### src/rtl/minesweeper_pkg.sv
// Shared types and width helpers for the minesweeper game-status logic.
package minesweeper_pkg;

   typedef enum logic [1:0] {
      ST_IDLE = 2'd0,
      ST_SCAN = 2'd1,
      ST_WON  = 2'd2,
      ST_DEAD = 2'd3
   } game_state_t;

   localparam int MINE_CODE_DEF = 9;

   // Width of a cell index; never collapses below one bit.
   function automatic int idx_w(input int cells);
      if (cells > 1) begin
         return $clog2(cells);
      end else begin
         return 1;
      end
   endfunction

   // Width of a count that can reach n inclusive.
   function automatic int cnt_w(input int n);
      return $clog2(n + 1);
   endfunction

endpackage

### src/rtl/game_scan_lane.sv
// Combinational inspection of one LANES-wide group of board cells:
// reports whether a mine was clicked and how many safe cells were clicked.
module game_scan_lane
   import minesweeper_pkg::*;
#(
   parameter int LANES     = 1,
   parameter int CELL_W    = 4,
   parameter int MINE_CODE = MINE_CODE_DEF,
   localparam int LANE_W   = cnt_w(LANES)
) (
   input  logic [LANES*CELL_W-1:0] map_grp,
   input  logic [LANES-1:0]        clicked_grp,
   output logic                    hit,
   output logic [LANE_W-1:0]       safe_cnt
);

   logic              is_mine_s;
   logic              hit_s;
   logic [LANE_W-1:0] cnt_s;

   // Per-lane mine compare, OR-reduced hit and popcount of safe clicks.
   always_comb begin
      hit_s     = 1'b0;
      cnt_s     = '0;
      is_mine_s = 1'b0;
      for (int i = 0; i < LANES; i++) begin
         is_mine_s = (map_grp[i*CELL_W +: CELL_W] == CELL_W'(MINE_CODE));
         hit_s     = hit_s | (clicked_grp[i] & is_mine_s);
         cnt_s     = cnt_s + LANE_W'(clicked_grp[i] & ~is_mine_s);
      end
   end

   assign hit      = hit_s;
   assign safe_cnt = cnt_s;

endmodule

### src/rtl/game_status_engine.sv
// Sequential board sweeper with IDLE/SCAN/WON/DEAD state machine and sticky flags.
// Optional elapsed-seconds counter compiled in with GAME_STATUS_TIMER_EN.
module game_status_engine
   import minesweeper_pkg::*;
#(
   parameter int ROWS      = 8,
   parameter int COLS      = 8,
   parameter int CELL_W    = 4,
   parameter int MINE_CODE = MINE_CODE_DEF,
   parameter int MINES     = 10,
   parameter int LANES     = 1,
   parameter int TIME_W    = 10,
   localparam int CELLS    = ROWS * COLS,
   localparam int CNT_W    = cnt_w(CELLS)
) (
   input  logic                    clk,
   input  logic                    rst,
   input  logic                    start,
   input  logic [CELLS*CELL_W-1:0] map_flat,
   input  logic [CELLS-1:0]        clicked_flat,
   input  logic                    sec_tick,
   output logic                    playing,
   output logic                    dead,
   output logic                    won,
   output logic [CNT_W-1:0]        num_revealed,
   output logic                    sweep_done,
   output logic [TIME_W-1:0]       elapsed
);

   localparam int IDX_W    = idx_w(CELLS);
   localparam int LANE_W   = cnt_w(LANES);
   localparam logic [IDX_W-1:0] LAST_IDX = IDX_W'(CELLS - LANES);
   localparam logic [IDX_W-1:0] STEP_IDX = IDX_W'(LANES);
   localparam logic [CNT_W-1:0] WIN_CNT  = CNT_W'(CELLS - MINES);

   game_state_t       state_r;
   logic [IDX_W-1:0]  index_r;
   logic              hit_r;
   logic [CNT_W-1:0]  count_r;
   logic              playing_r;
   logic              dead_r;
   logic              won_r;
   logic [CNT_W-1:0]  num_revealed_r;
   logic              sweep_done_r;

   logic              lane_hit_s;
   logic [LANE_W-1:0] lane_cnt_s;
   logic              hit_next_s;
   logic [CNT_W-1:0]  count_next_s;

   game_scan_lane #(
      .LANES     (LANES),
      .CELL_W    (CELL_W),
      .MINE_CODE (MINE_CODE)
   ) u_lane (
      .map_grp     (map_flat[index_r*CELL_W +: LANES*CELL_W]),
      .clicked_grp (clicked_flat[index_r +: LANES]),
      .hit         (lane_hit_s),
      .safe_cnt    (lane_cnt_s)
   );

   assign hit_next_s   = hit_r | lane_hit_s;
   assign count_next_s = count_r + CNT_W'(lane_cnt_s);

   // Game FSM: sweep index, accumulators and all registered status outputs.
   always_ff @(posedge clk or negedge rst) begin
      if (!rst) begin
         state_r        <= ST_IDLE;
         index_r        <= '0;
         hit_r          <= 1'b0;
         count_r        <= '0;
         playing_r      <= 1'b0;
         dead_r         <= 1'b0;
         won_r          <= 1'b0;
         num_revealed_r <= '0;
         sweep_done_r   <= 1'b0;
      end else begin
         sweep_done_r <= 1'b0;
         case (state_r)
            ST_SCAN: begin
               if (start) begin
                  index_r        <= '0;
                  hit_r          <= 1'b0;
                  count_r        <= '0;
                  num_revealed_r <= '0;
               end else if (index_r == LAST_IDX) begin
                  // End of sweep: publish the count, then judge; a hit beats a win.
                  num_revealed_r <= count_next_s;
                  sweep_done_r   <= 1'b1;
                  index_r        <= '0;
                  hit_r          <= 1'b0;
                  count_r        <= '0;
                  if (hit_next_s) begin
                     state_r   <= ST_DEAD;
                     dead_r    <= 1'b1;
                     playing_r <= 1'b0;
                  end else if (count_next_s == WIN_CNT) begin
                     state_r   <= ST_WON;
                     won_r     <= 1'b1;
                     playing_r <= 1'b0;
                  end else begin
                     state_r <= ST_SCAN;
                  end
               end else begin
                  index_r <= index_r + STEP_IDX;
                  hit_r   <= hit_next_s;
                  count_r <= count_next_s;
               end
            end
            ST_IDLE, ST_WON, ST_DEAD: begin
               if (start) begin
                  state_r        <= ST_SCAN;
                  index_r        <= '0;
                  hit_r          <= 1'b0;
                  count_r        <= '0;
                  playing_r      <= 1'b1;
                  dead_r         <= 1'b0;
                  won_r          <= 1'b0;
                  num_revealed_r <= '0;
               end else begin
                  state_r <= state_r;
               end
            end
            default: begin
               state_r   <= ST_IDLE;
               index_r   <= '0;
               hit_r     <= 1'b0;
               count_r   <= '0;
               playing_r <= 1'b0;
               dead_r    <= 1'b0;
               won_r     <= 1'b0;
            end
         endcase
      end
   end

`ifdef GAME_STATUS_TIMER_EN
   localparam logic [TIME_W-1:0] TIME_MAX = {TIME_W{1'b1}};
   logic [TIME_W-1:0] elapsed_r;

   // Saturating seconds counter that only runs while scanning.
   always_ff @(posedge clk or negedge rst) begin
      if (!rst) begin
         elapsed_r <= '0;
      end else if (start) begin
         elapsed_r <= '0;
      end else if ((state_r == ST_SCAN) && sec_tick && (elapsed_r != TIME_MAX)) begin
         elapsed_r <= elapsed_r + TIME_W'(1);
      end else begin
         elapsed_r <= elapsed_r;
      end
   end

   assign elapsed = elapsed_r;
`else
   logic unused_tick_s;
   assign unused_tick_s = sec_tick;
   assign elapsed       = '0;
`endif

   assign playing      = playing_r;
   assign dead         = dead_r;
   assign won          = won_r;
   assign num_revealed = num_revealed_r;
   assign sweep_done   = sweep_done_r;

endmodule

### config.mk
export PLATFORM = sky130hd
export DESIGN_NAME = game_status_engine
export DESIGN_NICKNAME = d
export VERILOG_FILES = /design/src/rtl/minesweeper_pkg.sv /design/src/rtl/game_scan_lane.sv /design/src/rtl/game_status_engine.sv
export SDC_FILE = /design/constraint.sdc
export NUM_CORES = 1
export LEC_CHECK = 0
export ABC_AREA = 1
export CAP_MARGIN = 20
export CORE_MARGIN = 5
export CORE_UTILIZATION = 25
export DETAILED_ROUTE_END_ITERATION = 12
export DONT_BUFFER_PORTS = 1
export MAX_ROUTING_LAYER = met4
export SYNTH_ARGS = -nofsm -noshare
export SYNTH_HDL_FRONTEND = slang
export SYNTH_SLANG_ARGS = --single-unit
export TNS_END_PERCENT = 30
### constraint.sdc
create_clock -name clk -period 8.3 [get_ports clk]
set_clock_uncertainty 0.15 [all_clocks]
set_input_delay 1.66 -clock clk [delete_from_list [all_inputs] [get_ports clk]]
set_output_delay 1.66 -clock clk [all_outputs]
set_load 0.01 [all_outputs]
[Word-level counts from Yosys, hierarchy flattened]
Index checks and enable logic that the tools add are counted.
Word-level totals
  flip-flop bits (word level): 27
  output and inout bits: 21
  logic and storage cells: 77
Cells by class
  add/sub/neg operators: 2
  equality and inequality tests: 14
  shifts and indexed selects: 2
  mux-type cells: 39
  bitwise gates (word level): 4
  reduce and logical (&&, ||, !) cells: 7
Operators with widths (count)
  variable part select 256 x 9 -> 4 bit: 1
  variable part select 64 x 7 -> 1 bit: 1
  2-to-1 mux 7 bit: 5
  case mux 7 bit (2 select lines): 2
  2-to-1 mux 1 bit: 18
  2-to-1 mux 6 bit: 3
  != test 2 bit (second input constant): 6
  case mux 6 bit (2 select lines): 1
  2-to-1 mux 2 bit: 5
  case mux 1 bit (2 select lines): 4
  AND reduction 4 bit: 2
  adder 7 x 1 -> 7 bit: 1
  equality test 7 x 6 -> 1 bit (second input constant): 1
  adder 6 x 1 -> 6 bit (second input constant): 1
  equality test 6 bit (second input constant): 1
  != test 3 bit (second input constant): 2
  AND reduction 5 bit: 1
  equality test 2 bit (second input constant): 2
  equality test 4 bit (second input constant): 1
  case mux 2 bit (2 select lines): 1
  AND reduction 3 bit: 1
  OR reduction 3 bit: 1
  AND 1 bit: 2
  equality test 2 x 1 -> 1 bit (second input constant): 1
  4 further kinds: 4

[Logic depth before layout (Yosys ltp)]
Gate-level depths: netlist (run 1).
  depth after elaboration: 11
  mapped depth: 25
  depth with buffers taken out: 23

[Modules after synthesis]
A second synthesis (run 1) with hierarchy kept.
Unflattened totals
  cell total of the unflattened synthesis: 1044
  area, all modules: 5131.2 sq um
By module, submodules not included
  game_status_engine: instances 1, cells each 1037, area each 5098.6 sq um
  game_scan_lane: instances 1, cells each 7, area each 32.5 sq um

[Worst setup path after synthesis (run 1)]
No wires, ideal clock.
  path type: input -> register
  start point: input port map_flat[191]
  end point: register state_r[0]
  data arrival time: 3752 ps
  path slack: 4281 ps
  stages on the path: 19
  path through: or2_2 -> nand3_1 -> nand2_1 -> nand2_1 -> nand3_1 -> nand3_1 -> nand3_1 -> a21boi_0 -> ha_1 -> ha_1 -> nand2_1 -> o21ai_0 -> o21ai_0 -> nor3_1 -> nand3_1 -> nor2_1 -> nand3_1 -> o21bai_1 -> inv_1
On the way
  cells in the longest elaborated chain, start to end: 11
  elaborated cells on any way between the ends: 13
RTL lines
  start: declaration: RTL line game_status_engine.sv:19  | input logic [CELLS*CELL_W-1:0] map_flat,
  variable part select 256 x 9 -> 4 bit (*): RTL line game_status_engine.sv:56  | .map_grp (map_flat[index_r*CELL_W +: LANES*CELL_W]),
  equality test 4 bit (*): RTL line game_scan_lane.sv:27  | is_mine_s = (map_grp[i*CELL_W +: CELL_W] == CELL_W'(MINE_CODE));
  inverter 1 bit: RTL line game_scan_lane.sv:29  | cnt_s = cnt_s + LANE_W'(clicked_grp[i] & ~is_mine_s);
  AND 1 bit: RTL line game_scan_lane.sv:29
  adder 7 x 1 -> 7 bit: RTL line game_status_engine.sv:63  | assign count_next_s = count_r + CNT_W'(lane_cnt_s);
  equality test 7 x 6 -> 1 bit: RTL line game_status_engine.sv:97  | end else if (count_next_s == WIN_CNT) begin
  2-to-1 mux 2 bit: RTL line game_status_engine.sv:97
  2-to-1 mux 2 bit (*): RTL line game_status_engine.sv:93  | if (hit_next_s) begin
  2-to-1 mux 2 bit (*): RTL line game_status_engine.sv:86  | end else if (index_r == LAST_IDX) begin
  2-to-1 mux 2 bit (*): RTL line game_status_engine.sv:81  | if (start) begin
  case mux 2 bit (2 select lines) (*): RTL line game_status_engine.sv:79  | case (state_r)
  end signal: assignment: RTL line game_status_engine.sv:121  | state_r <= state_r;
  end: declaration: RTL line game_status_engine.sv:36  | game_state_t state_r;
Mark *: on every way between the ends. The rest lies on a longest branch, timed or not. The select of a mux whose other input is x is not followed.
A chain may end at the register's enable or synchronous reset.

[Final worst setup path (run 1)]
  start point: register index_r[0]
  end point: register state_r[0]
On the way
  cells in the longest elaborated chain, start to end: 11
  elaborated cells on any way between the ends: 17
RTL lines
  start: declaration: RTL line game_status_engine.sv:37  | logic [IDX_W-1:0] index_r;
  start signal: assignment: RTL line game_status_engine.sv:105  | index_r <= index_r + STEP_IDX;
  variable part select 256 x 9 -> 4 bit: RTL line game_status_engine.sv:56
  equality test 4 bit: RTL line game_scan_lane.sv:27
  inverter 1 bit: RTL line game_scan_lane.sv:29
  AND 1 bit: RTL line game_scan_lane.sv:29
  adder 7 x 1 -> 7 bit: RTL line game_status_engine.sv:63
  equality test 7 x 6 -> 1 bit: RTL line game_status_engine.sv:97
  2-to-1 mux 2 bit: RTL line game_status_engine.sv:97
  2-to-1 mux 2 bit: RTL line game_status_engine.sv:93
  2-to-1 mux 2 bit: RTL line game_status_engine.sv:86
  2-to-1 mux 2 bit: RTL line game_status_engine.sv:81
  case mux 2 bit (2 select lines): RTL line game_status_engine.sv:79
Parallel ways exist; a longest one is shown, timed or not. The select of a mux whose other input is x is not followed.

==> out/metrics.cfg, run 1 <==
[run_status]
outcome=complete, no violations

[placement]
port_buffers=0
routabilityCongestion=0.868
hpwlAfterDp_um=13400

[floorplan]
dieHeight_um=137
row_count=46
ios=345
start_util_pct=25.4
die-area_um2=18800
die_x_um=137
core_area_um2=15900

[pwr]
p_switching_uw=606
ir_drop_v=0.000114
swShare_pct=57.5
combinationalPowerShare_pct=70.3
seq_power_share_pct=19.1
fin_total_pwr_mw=1.05
clkPwrFrac_pct=10.6
leakage_nw=1.99
p_per_area_nw_per_um2=254
p_int_uw=448

[setup_path]
cp-start-kind=register
crit_path_end_kind=register
critPathMaxFanout=56
cp_data_required_time_ns=8.30
cp.arrival_ns=4.89
critical_path_class=reg2reg

[sta]
maxSlewHeadroom_pct=41.3
fmax_mhz=205
period_minus_slack_ns=4.88
rsz0062_at_grt=no
finalHoldViolations=0
hold-worst-slack_ns=0.331
fin_tns_setup_ns=0
setup_viol=0
period_share_pct=58.8
max_slew.worst_pin.slew_ns=0.880
slew_violations=0

[grt]
overflow=0
antenna_found_initial=1
grt_max_degree=69
grt_pass1_wl_um=23300
first_global_vias=4219
grt_usage_pct=16.6

[cts]
insertion_delay_ns=0.27
cts_tree=done
cts_resized=0
clock-sinks=27
cts_setup_buffers=0
ctsHtreeMaxLevel=1
root_buffer=clkbuf_16
cts-buffers-inserted=3
cts_buffer_depth=2
cts.reportedPaths.clkPinSlew_ns=0.07
cts_hold_buffers=0

[detailed_routing]
wl_per_cell_um=17.8
first_pass_iters=4
drt_wl_total_um=16900
drt_iter0_markers=278
vias_per_cell=4.99
ant_nets=0
vias=4724
route.detailed.drc=0

[final_layout]
mostFrequentLayoutCells=nand2_1 (198), nor2_1 (143), nand3_1 (109)
final_common_cell=nand2_1
layout.nets=1059
drive_gt1_share_pct=2.33
syn_to_final_growth_pct=2.91
fillCellCount=1833

[logic_synthesis]
synth-seq-cells=27
synth_seq_area_share_pct=16.7
post_synth_num_cell_types=31
synth_top_area_share_pct=18.4
synth_cells=763
synth_area_um2=4040
yosysTopAreaCell=nand2_1
avgSynthCellArea_um2=5.29
synth.area.top_cells=nand2_1 (18%), dfrtp_1 (17%), nand3_1 (14%), nor2_1 (13%), o21ai_0 (7.2%)
ys_warn_count=0

[worst_hold_path]
hold_path_class=reg2reg

[run]
drv_cap=0

final cells by class:
cell class | count | area, um^2 | share of cell area, %
Tap cell | 216 | 270 | 6.51
Inverter | 83 | 312 | 7.50
Timing Repair Buffer | 4 | 30.0 | 0.723
Antenna cell | 1 | 2.50 | 0.0602
Multi-Input combinational cell | 611 | 2780 | 66.9
Sequential cell | 27 | 681 | 16.4
Clock buffer | 4 | 78.8 | 1.90
stage by stage:
step | util, % | setup WS (ns) | cell area (um^2) | std cells
4_1_cts | 26.1 | 3.43 | 4150 | 945
2_1_floorplan | - | 4.28 | 4070 | 772
5_1_grt | 26.2 | 3.04 | 4150 | 946
6_report | 26.2 | 3.42 | 4150 | 946
3_5_place_dp | 25.6 | 3.49 | 4070 | 941
3_3_place_gp | 25.6 | 3.53 | 4070 | 941
Yosys cell counts:
| cell type | instances |
|---|---|
| buf_4 | 15 |
| o21bai_1 | 1 |
| buf_2 | 26 |
| nand3_1 | 109 |
| or2_2 | 2 |
| nand3b_1 | 16 |
| or2_1 | 3 |
| a21oi_1 | 17 |
| o21ai_1 | 15 |
| or2_0 | 1 |
| nor2_1 | 143 |
| nand3_2 | 1 |
| o32ai_1 | 2 |
| ha_1 | 5 |
| nand4_1 | 8 |
| nor3_1 | 4 |
| dfrtp_1 | 27 |
| o211ai_1 | 7 |
| inv_2 | 4 |
| o21ai_0 | 58 |
| inv_1 | 77 |
| conb_1 | 1 |
| clkbuf_1 | 7 |
| nand2_1 | 198 |
| o22ai_1 | 3 |
| clkinv_1 | 2 |
| xor2_1 | 5 |
| nor3_2 | 1 |
| a21boi_0 | 1 |
| xnor2_1 | 1 |
| buf_6 | 3 |
state kept, by name, indices dropped and copies added, names as in the netlist:
register / flops
count_r: 7
dead: 1
hit_r: 1
index_r: 6
num_revealed: 7
playing: 1
state_r: 2
sweep_done: 1
won: 1
power groups by stage:
stage          logic, mW  clock network (mW)  registers, mW
6_report           0.741               0.111          0.201
3_3_place_gp       0.748                   0          0.205
5_1_grt            0.844               0.118          0.209
4_1_cts            0.759               0.113          0.203
3_5_place_dp       0.754                   0          0.205
2_1_floorplan      0.642                   0          0.154
worst max-delay path, cell delays in order (launching register included):
cell	delay, ns
dfrtp_4	0.70
inv_2	0.54
buf_4	0.57
nor2_1	0.09
o211ai_1	0.34
nand3_1	0.18
nand2_1	0.10
nand3_1	0.07
nand2_1	0.11
a21boi_0	0.32
ha_1	0.26
ha_1	0.19
nand2_1	0.08
o21ai_0	0.14
o21ai_0	0.17
nor3_1	0.17
nand3_1	0.13
nor2_1	0.11
nand3_1	0.10
o21bai_1	0.13
inv_1	0.05
kinds of logic (layout without fill, tap and decap cells):
logic type	Yosys count	in the layout	synth area share (%)
simple gates	486	486	51.4
buf+inv	134	91	15.2
compound gates	104	104	13.7
flops	27	27	16.7
xor+xnor	6	6	1.30
fa+ha+maj	5	5	1.55
other cells	1	11	0.0929
layer usage:
| metal | share of wire, % | vias to the layer above | routed length [um] | track usage, % |
|---|---|---|---|---|
| met5 | 0 | - | 0 | - |
| met2 | 49 | 224 | 8270 | 28.4 |
| met4 | 0.37 | 0 | 63 | 1.66 |
| li1 | - | 2356 | - | - |
| met3 | 9.0 | 4 | 1520 | 2.28 |
| met1 | 42 | 2140 | 7020 | 21.6 |
path summary, 6_finish.rpt:
check	end	cells past startpoint	startpoint	slack (ns)
min in group asynchronous	num_revealed[0]	0	rst	0.93
max in group asynchronous	index_r[1]	0	rst	6.98
setup reg to reg	state_r[0]	20	index_r[0]	3.42
hold / removal	state_r[1]	2	state_r[1]	0.33
setup / recovery	state_r[0]	20	index_r[0]	3.42
hold reg to reg	state_r[1]	2	state_r[1]	0.33
No activity file was read; power rests on OpenSTA's default activity.
==> run 2, diff against run 1 <==
Clock period 8.3 ns to 5.05 ns, I/O delays scaled along.
==> run 2 against run 1 <==
  * Clock power increased by 64%
  * Cell count is 0.53% higher
  * Clock-buffer cell count unchanged
  * Global-route usage about the same
  * Utilization grew 0.43 points
  * Sequential cell count is the same
  * Sequential share of layout area fell by 0.26 points
  * Largest cell class unchanged
  * Largest power group unchanged
==> out/metrics.cfg, run 2 (synthesis gave the netlist of run 1 again) <==
[run_status]
outcome=complete, no violations

[detailed_routing]
drt_iter0_markers=267
wl_per_cell_um=17.8
route.detailed.drc=0
vias_per_cell=5.00
drt_wl_total_um=17000
first_pass_iters=5
vias=4754
ant_nets=0

[final_layout]
final_core_utilization_pct=26.6
layout.nets=1065
seq_area_um2=681
syn_to_final_growth_pct=4.59
drive_gt1_share_pct=3.13
fin_cells=951
final_common_cell=nand2_1
fillCellCount=1837
stdcell_area_um2=4220
multi_input_area_um2=2780
antenna_cells=0
mostFrequentLayoutCells=nand2_1 (198), nor2_1 (143), nand3_1 (109)

[cts]
clock-sinks=27
ctsHtreeMaxLevel=1
cts_setup_buffers=0
cts_buffer_depth=2
cts.reportedPaths.clkPinSlew_ns=0.07
cts_resized=0
cts-buffers-inserted=3
root_buffer=clkbuf_16
cts_tree=done
cts_hold_buffers=0
insertion_delay_ns=0.26

[pwr]
ir_drop_v=0.000233
fin_total_pwr_mw=1.79
leakage_nw=2.03
p_per_area_nw_per_um2=423

[sta]
max_slew.worst_pin.slew_ns=0.861
maxSlewHeadroom_pct=42.5
period_minus_slack_ns=4.07
fin_tns_setup_ns=0
finalWorstSetupSlack_ns=0.979
slew_violations=0
finalHoldViolations=0
period_share_pct=80.6
hold-worst-slack_ns=0.283
rsz0062_at_grt=no
setup_viol=0
fmax_mhz=246

[placement]
hpwlAfterDp_um=13600
port_buffers=0
place_area_um2=4140
pre_cts_ws_ns=0.999
placed_cells=947
routabilityCongestion=0.859

[grt]
antenna_found_initial=0
busiest_layer=met2
use_met1_pct=21.8
grt_use_met2_pct=28.0
grt_usage_pct=16.6
overflow=0
gr-usage-met3_pct=2.43
grt_max_degree=69
first_global_vias=4301
grt_pass1_wl_um=23400

[worst_hold_path]
hold_path_class=in2async

[setup_path]
critPathMaxFanout=26
crit_path_end_kind=register
cp_data_required_time_ns=5.06
cp-start-kind=register
cp.arrival_ns=4.08
rrSetupSlack_ns=0.98
critical_path_class=reg2reg

[floorplan]
core_area_um2=15900
row_count=46
ios=345
die-area_um2=18800
dieHeight_um=137
die_x_um=137
start_util_pct=25.4

[run]
drv_cap=0

[run 2: path summary, 6_finish.rpt]
path	startpoint	to	cells after the start
hold / removal	rst	state_r[0]	0
hold reg to reg	state_r[1]	state_r[1]	2
min in group clk	state_r[1]	state_r[1]	2
setup / recovery	index_r[0]	state_r[0]	23
max in group asynchronous	rst	index_r[0]	0
setup reg to reg	index_r[0]	state_r[0]	23
[run 2: layout make-up]
type | count | area share [%]
multi-input combinational | 611 | 65.9
sequential | 27 | 16.1
inverter | 83 | 7.38
tap | 216 | 6.40
timing repair buffer | 10 | 2.37
clock buffer | 4 | 1.87
[run 2: power by group]
| group | internal, mW | switching [mW] |
|---|---|---|
| Clock | 0.108 | 0.0743 |
| Combinational | 0.431 | 0.904 |
| Sequential | 0.240 | 0.0283 |
| Total | 0.780 | 1.01 |
[run 2: critical path, stage by stage (launching register included)]
cell and delay (ns):
dfrtp_4 0.50, inv_2 0.31, buf_4 0.35, nor2_1 0.08
nand2_1 0.06, nand3_1 0.11, nand2_1 0.12, clkinv_1 0.06
nand2_1 0.05, nand3_1 0.08, nand3_1 0.13, nand3_1 0.11
a21boi_0 0.32, ha_1 0.24, ha_1 0.19, nand2_1 0.09
o21ai_0 0.13, o21ai_0 0.16, nor3_1 0.17, nand3_1 0.14
nor2_1 0.11, nand3_1 0.10, o21bai_1 0.13, inv_1 0.05
[run 2: routing by layer]
metal  up-vias  wire length (um)
li1       2367                 -
met1      2162              7200
met2       218              8250
met3         7              1440
met4         0                71
met5         -                 0
==> run 3, diff against run 2 <==
Settings changed: ABC_AREA 1 to 0, CORE_AREA set to 5 5 132 134, CORE_MARGIN 5 to unset, CORE_UTILIZATION 25 to unset, DIE_AREA set to 0 0 137 139.
Clock period 5.05 ns to 3.7 ns, I/O delays scaled along.
==> run 3 against run 2 <==
  * The flow now finishes with violations (negative setup slack)
  * Non-clock buffer count grew 72
  * Maximum frequency increased by 7.1%
  * Utilization rose by 3.1 points
  * Synthesized cell count shrank 44%
  * Sequential share of layout area is 1.9 points lower
  * Combinational power is 62% lower
  * Largest cell class unchanged
  * Largest power group unchanged
==> out/metrics.cfg, run 3 <==
[logic_synthesis]
synth_adder_area_share_pct=1.68
synth_cells=430
synth_edf_count=0
synth_commonest_cells=nand2_1 (41), nor2_1 (39), dfrtp_1 (27), mux4_2 (27), o21ai_0 (23)
post_synth_num_cell_types=71
synth_compound_area_share_pct=19.4
async_reset_ff_share_pct=100
synthFlopType=dfrtp_1
synth.most_common_cell=nand2_1
synthXorXnorAreaFrac_pct=1.65
synth_seq_area_share_pct=18.2
ys_warn_count=0
synth-seq-cells=27
synthMuxAreaShare_pct=22.8
yosysTopAreaCell=dfrtp_1
synth_area_um2=3720
synth.area.top_cells=dfrtp_1 (18%), mux4_2 (16%), nand2_1 (4.1%), mux2i_1 (4.0%), nor2_1 (3.9%)
yosys.area_share.simple_pct=27.0
synth_top_family_by_area=simple AND/OR/NAND/NOR gates
synth_top_area_share_pct=18.2
avgSynthCellArea_um2=8.65

[setup_path]
r2r-end=playing
reg2reg_depth=16
worst-path-buf-inv=2
critical_path_class=reg2reg
critical_path_depth=16
rrSetupSlack_ns=-0.10
max_stage_delay_ns=0.56
cp-start-kind=register
critPathTopFamily=simple AND/OR/NAND/NOR gates
crit_end=playing
crit_path_end_kind=register
critPathMaxFanout=8
cp.arrival_ns=3.80
cp_cell_sequence=buf_12 -> or3b_4 -> a22oi_2 -> a31oi_1 -> nor4_2 -> o32ai_2 -> o21ai_2 -> o22ai_2 -> ha_2 -> ha_4 -> xor2_2 -> nand4b_1 -> nor4b_2 -> buf_4 -> nor3b_1 -> a221o_1
crit-reg2reg-launch=index_r[0]
cp_data_required_time_ns=3.70
cp_slowest_cell=dfrtp_4
setup.worst_path.start=index_r[0]

[run_status]
violations=negative setup slack
outcome=complete, but fails checks

[floorplan]
dieHeight_um=139
core_area_um2=16200
row_count=47
start_util_pct=23.0
die-area_um2=19000
die_x_um=137
ios=345

[sta]
fmax_mhz=263
max_slew.worst_pin.slew_ns=0.715
setup_viol=4
period_share_pct=103
finalWorstSetupSlack_ns=-0.102
period_minus_slack_ns=3.80
slew_violations=0
maxSlewHeadroom_pct=52.3
rsz0062_at_grt=yes
finalHoldViolations=0

[cts]
cts_tree=done
root_buffer=clkbuf_16
ctsHtreeMaxLevel=1
cts-buffers-inserted=3
insertion_delay_ns=0.26
clock-sinks=27
cts_buffer_depth=2
cts.reportedPaths.clkPinSlew_ns=0.07

[detailed_routing]
wl_per_cell_um=26.5
first_pass_iters=4
drt_iter0_markers=181
vias=3954
ant_nets=0
route.detailed.drc=0
drt_wl_total_um=18900
vias_per_cell=5.56

[final_layout]
mostFrequentLayoutCells=buf_4 (71), nand2_1 (39), nor2_1 (39)
fin_cells=711
syn_to_final_growth_pct=29.0
layout.nets=814
final_common_cell=buf_4
drive_gt1_share_pct=32.0
fillCellCount=1699

[run]
drv_cap=0

[pwr]
p_int_uw=728
p_per_area_nw_per_um2=224
fin_total_pwr_mw=1.08
seq_power_share_pct=29.6
clkPwrFrac_pct=23.2
p_switching_uw=348
leakage_nw=1.78
ir_drop_v=0.000106
combinationalPowerShare_pct=47.3
swShare_pct=32.3

[grt]
grt_max_degree=28
grt_usage_pct=18.5
overflow=0
first_global_vias=4254
antenna_found_initial=7
grt_pass1_wl_um=25900

[placement]
routabilityCongestion=0.973
port_buffers=0
placed_cells=685
hpwlAfterDp_um=15900

[worst_hold_path]
hold_path_class=in2async

==> run 3: worst min path at each step <==
stage	startpoint	to	slack [ns]	cells past startpoint
after floorplan	rst	count_r[0]	0.29	0
after global placement	rst	num_revealed[4]	0.30	0
after detailed placement	rst	num_revealed[4]	0.29	0
after CTS	rst	num_revealed[4]	0.01	0
after global routing	rst	count_r[3]	0.005	0
final	rst	count_r[4]	0.02	0
==> run 3: kinds of logic after synthesis <==
kind of cell	Yosys count
flip-flops	27
buffers and inverters	59
other	1
AND/OR/NAND/NOR	180
adder cells (fa/ha/maj)	5
multiplexers	46
XOR/XNOR	7
AO/OA/AOI/OAI	105
==> run 3: stage by stage <==
stage	hold slack, ns	utilization [%]	worst slack [ns]	cell area (um^2)	TNS, ns
after floorplan	0.294	-	0.0700	3760	0
after global placement	0.295	26.7	-0.335	4320	-1.13
after detailed placement	0.295	26.7	-0.296	4320	-0.955
after CTS	0.0129	28.3	-0.155	4580	-0.498
after global routing	0.00512	29.7	-0.329	4800	-1.18
final	0.0174	29.7	-0.102	4800	-0.271
==> run 3: power by group through the flow <==
stage	Clock [mW]	Sequential (mW)	Combinational, mW
5_1_grt	0.266	0.320	0.550
3_5_place_dp	0	0.320	0.442
4_1_cts	0.253	0.317	0.476
2_1_floorplan	0	0.315	0.310
3_3_place_gp	0	0.320	0.434
6_report	0.249	0.318	0.509
==> run 3: timing repair <==
| action | CTS | global route |
|---|---|---|
| hold buffers | 0 | 0 |
| gates resized for setup | 18 | 27 |
| cloned | 1 | 2 |
| setup endpoints to repair | 4 | 4 |
| pin swaps | 12 | 24 |
| setup buffers | 7 | 5 |
==> run 3: area by class of cell <==
| class | count | area (um^2) | area share, % |
|---|---|---|---|
| Antenna cell | 7 | 17.5 | 0.365 |
| Clock buffer | 3 | 75.1 | 1.57 |
| Clock inverter | 1 | 5.00 | 0.104 |
| Inverter | 18 | 67.6 | 1.41 |
| Multi-Input combinational cell | 353 | 2920 | 60.8 |
| Sequential cell | 27 | 683 | 14.2 |
| Tap cell | 220 | 275 | 5.74 |
| Timing Repair Buffer | 82 | 757 | 15.8 |
==> run 3: routing by layer <==
| layer | vias to the layer above | track usage (%) | part of all wire, % |
|---|---|---|---|
| met4 | 0 | 2.99 | 1.5 |
| met3 | 22 | 4.68 | 10 |
| met1 | 1914 | 22.7 | 40 |
| li1 | 1759 | - | - |
| met5 | - | - | 0 |
| met2 | 259 | 31.0 | 49 |
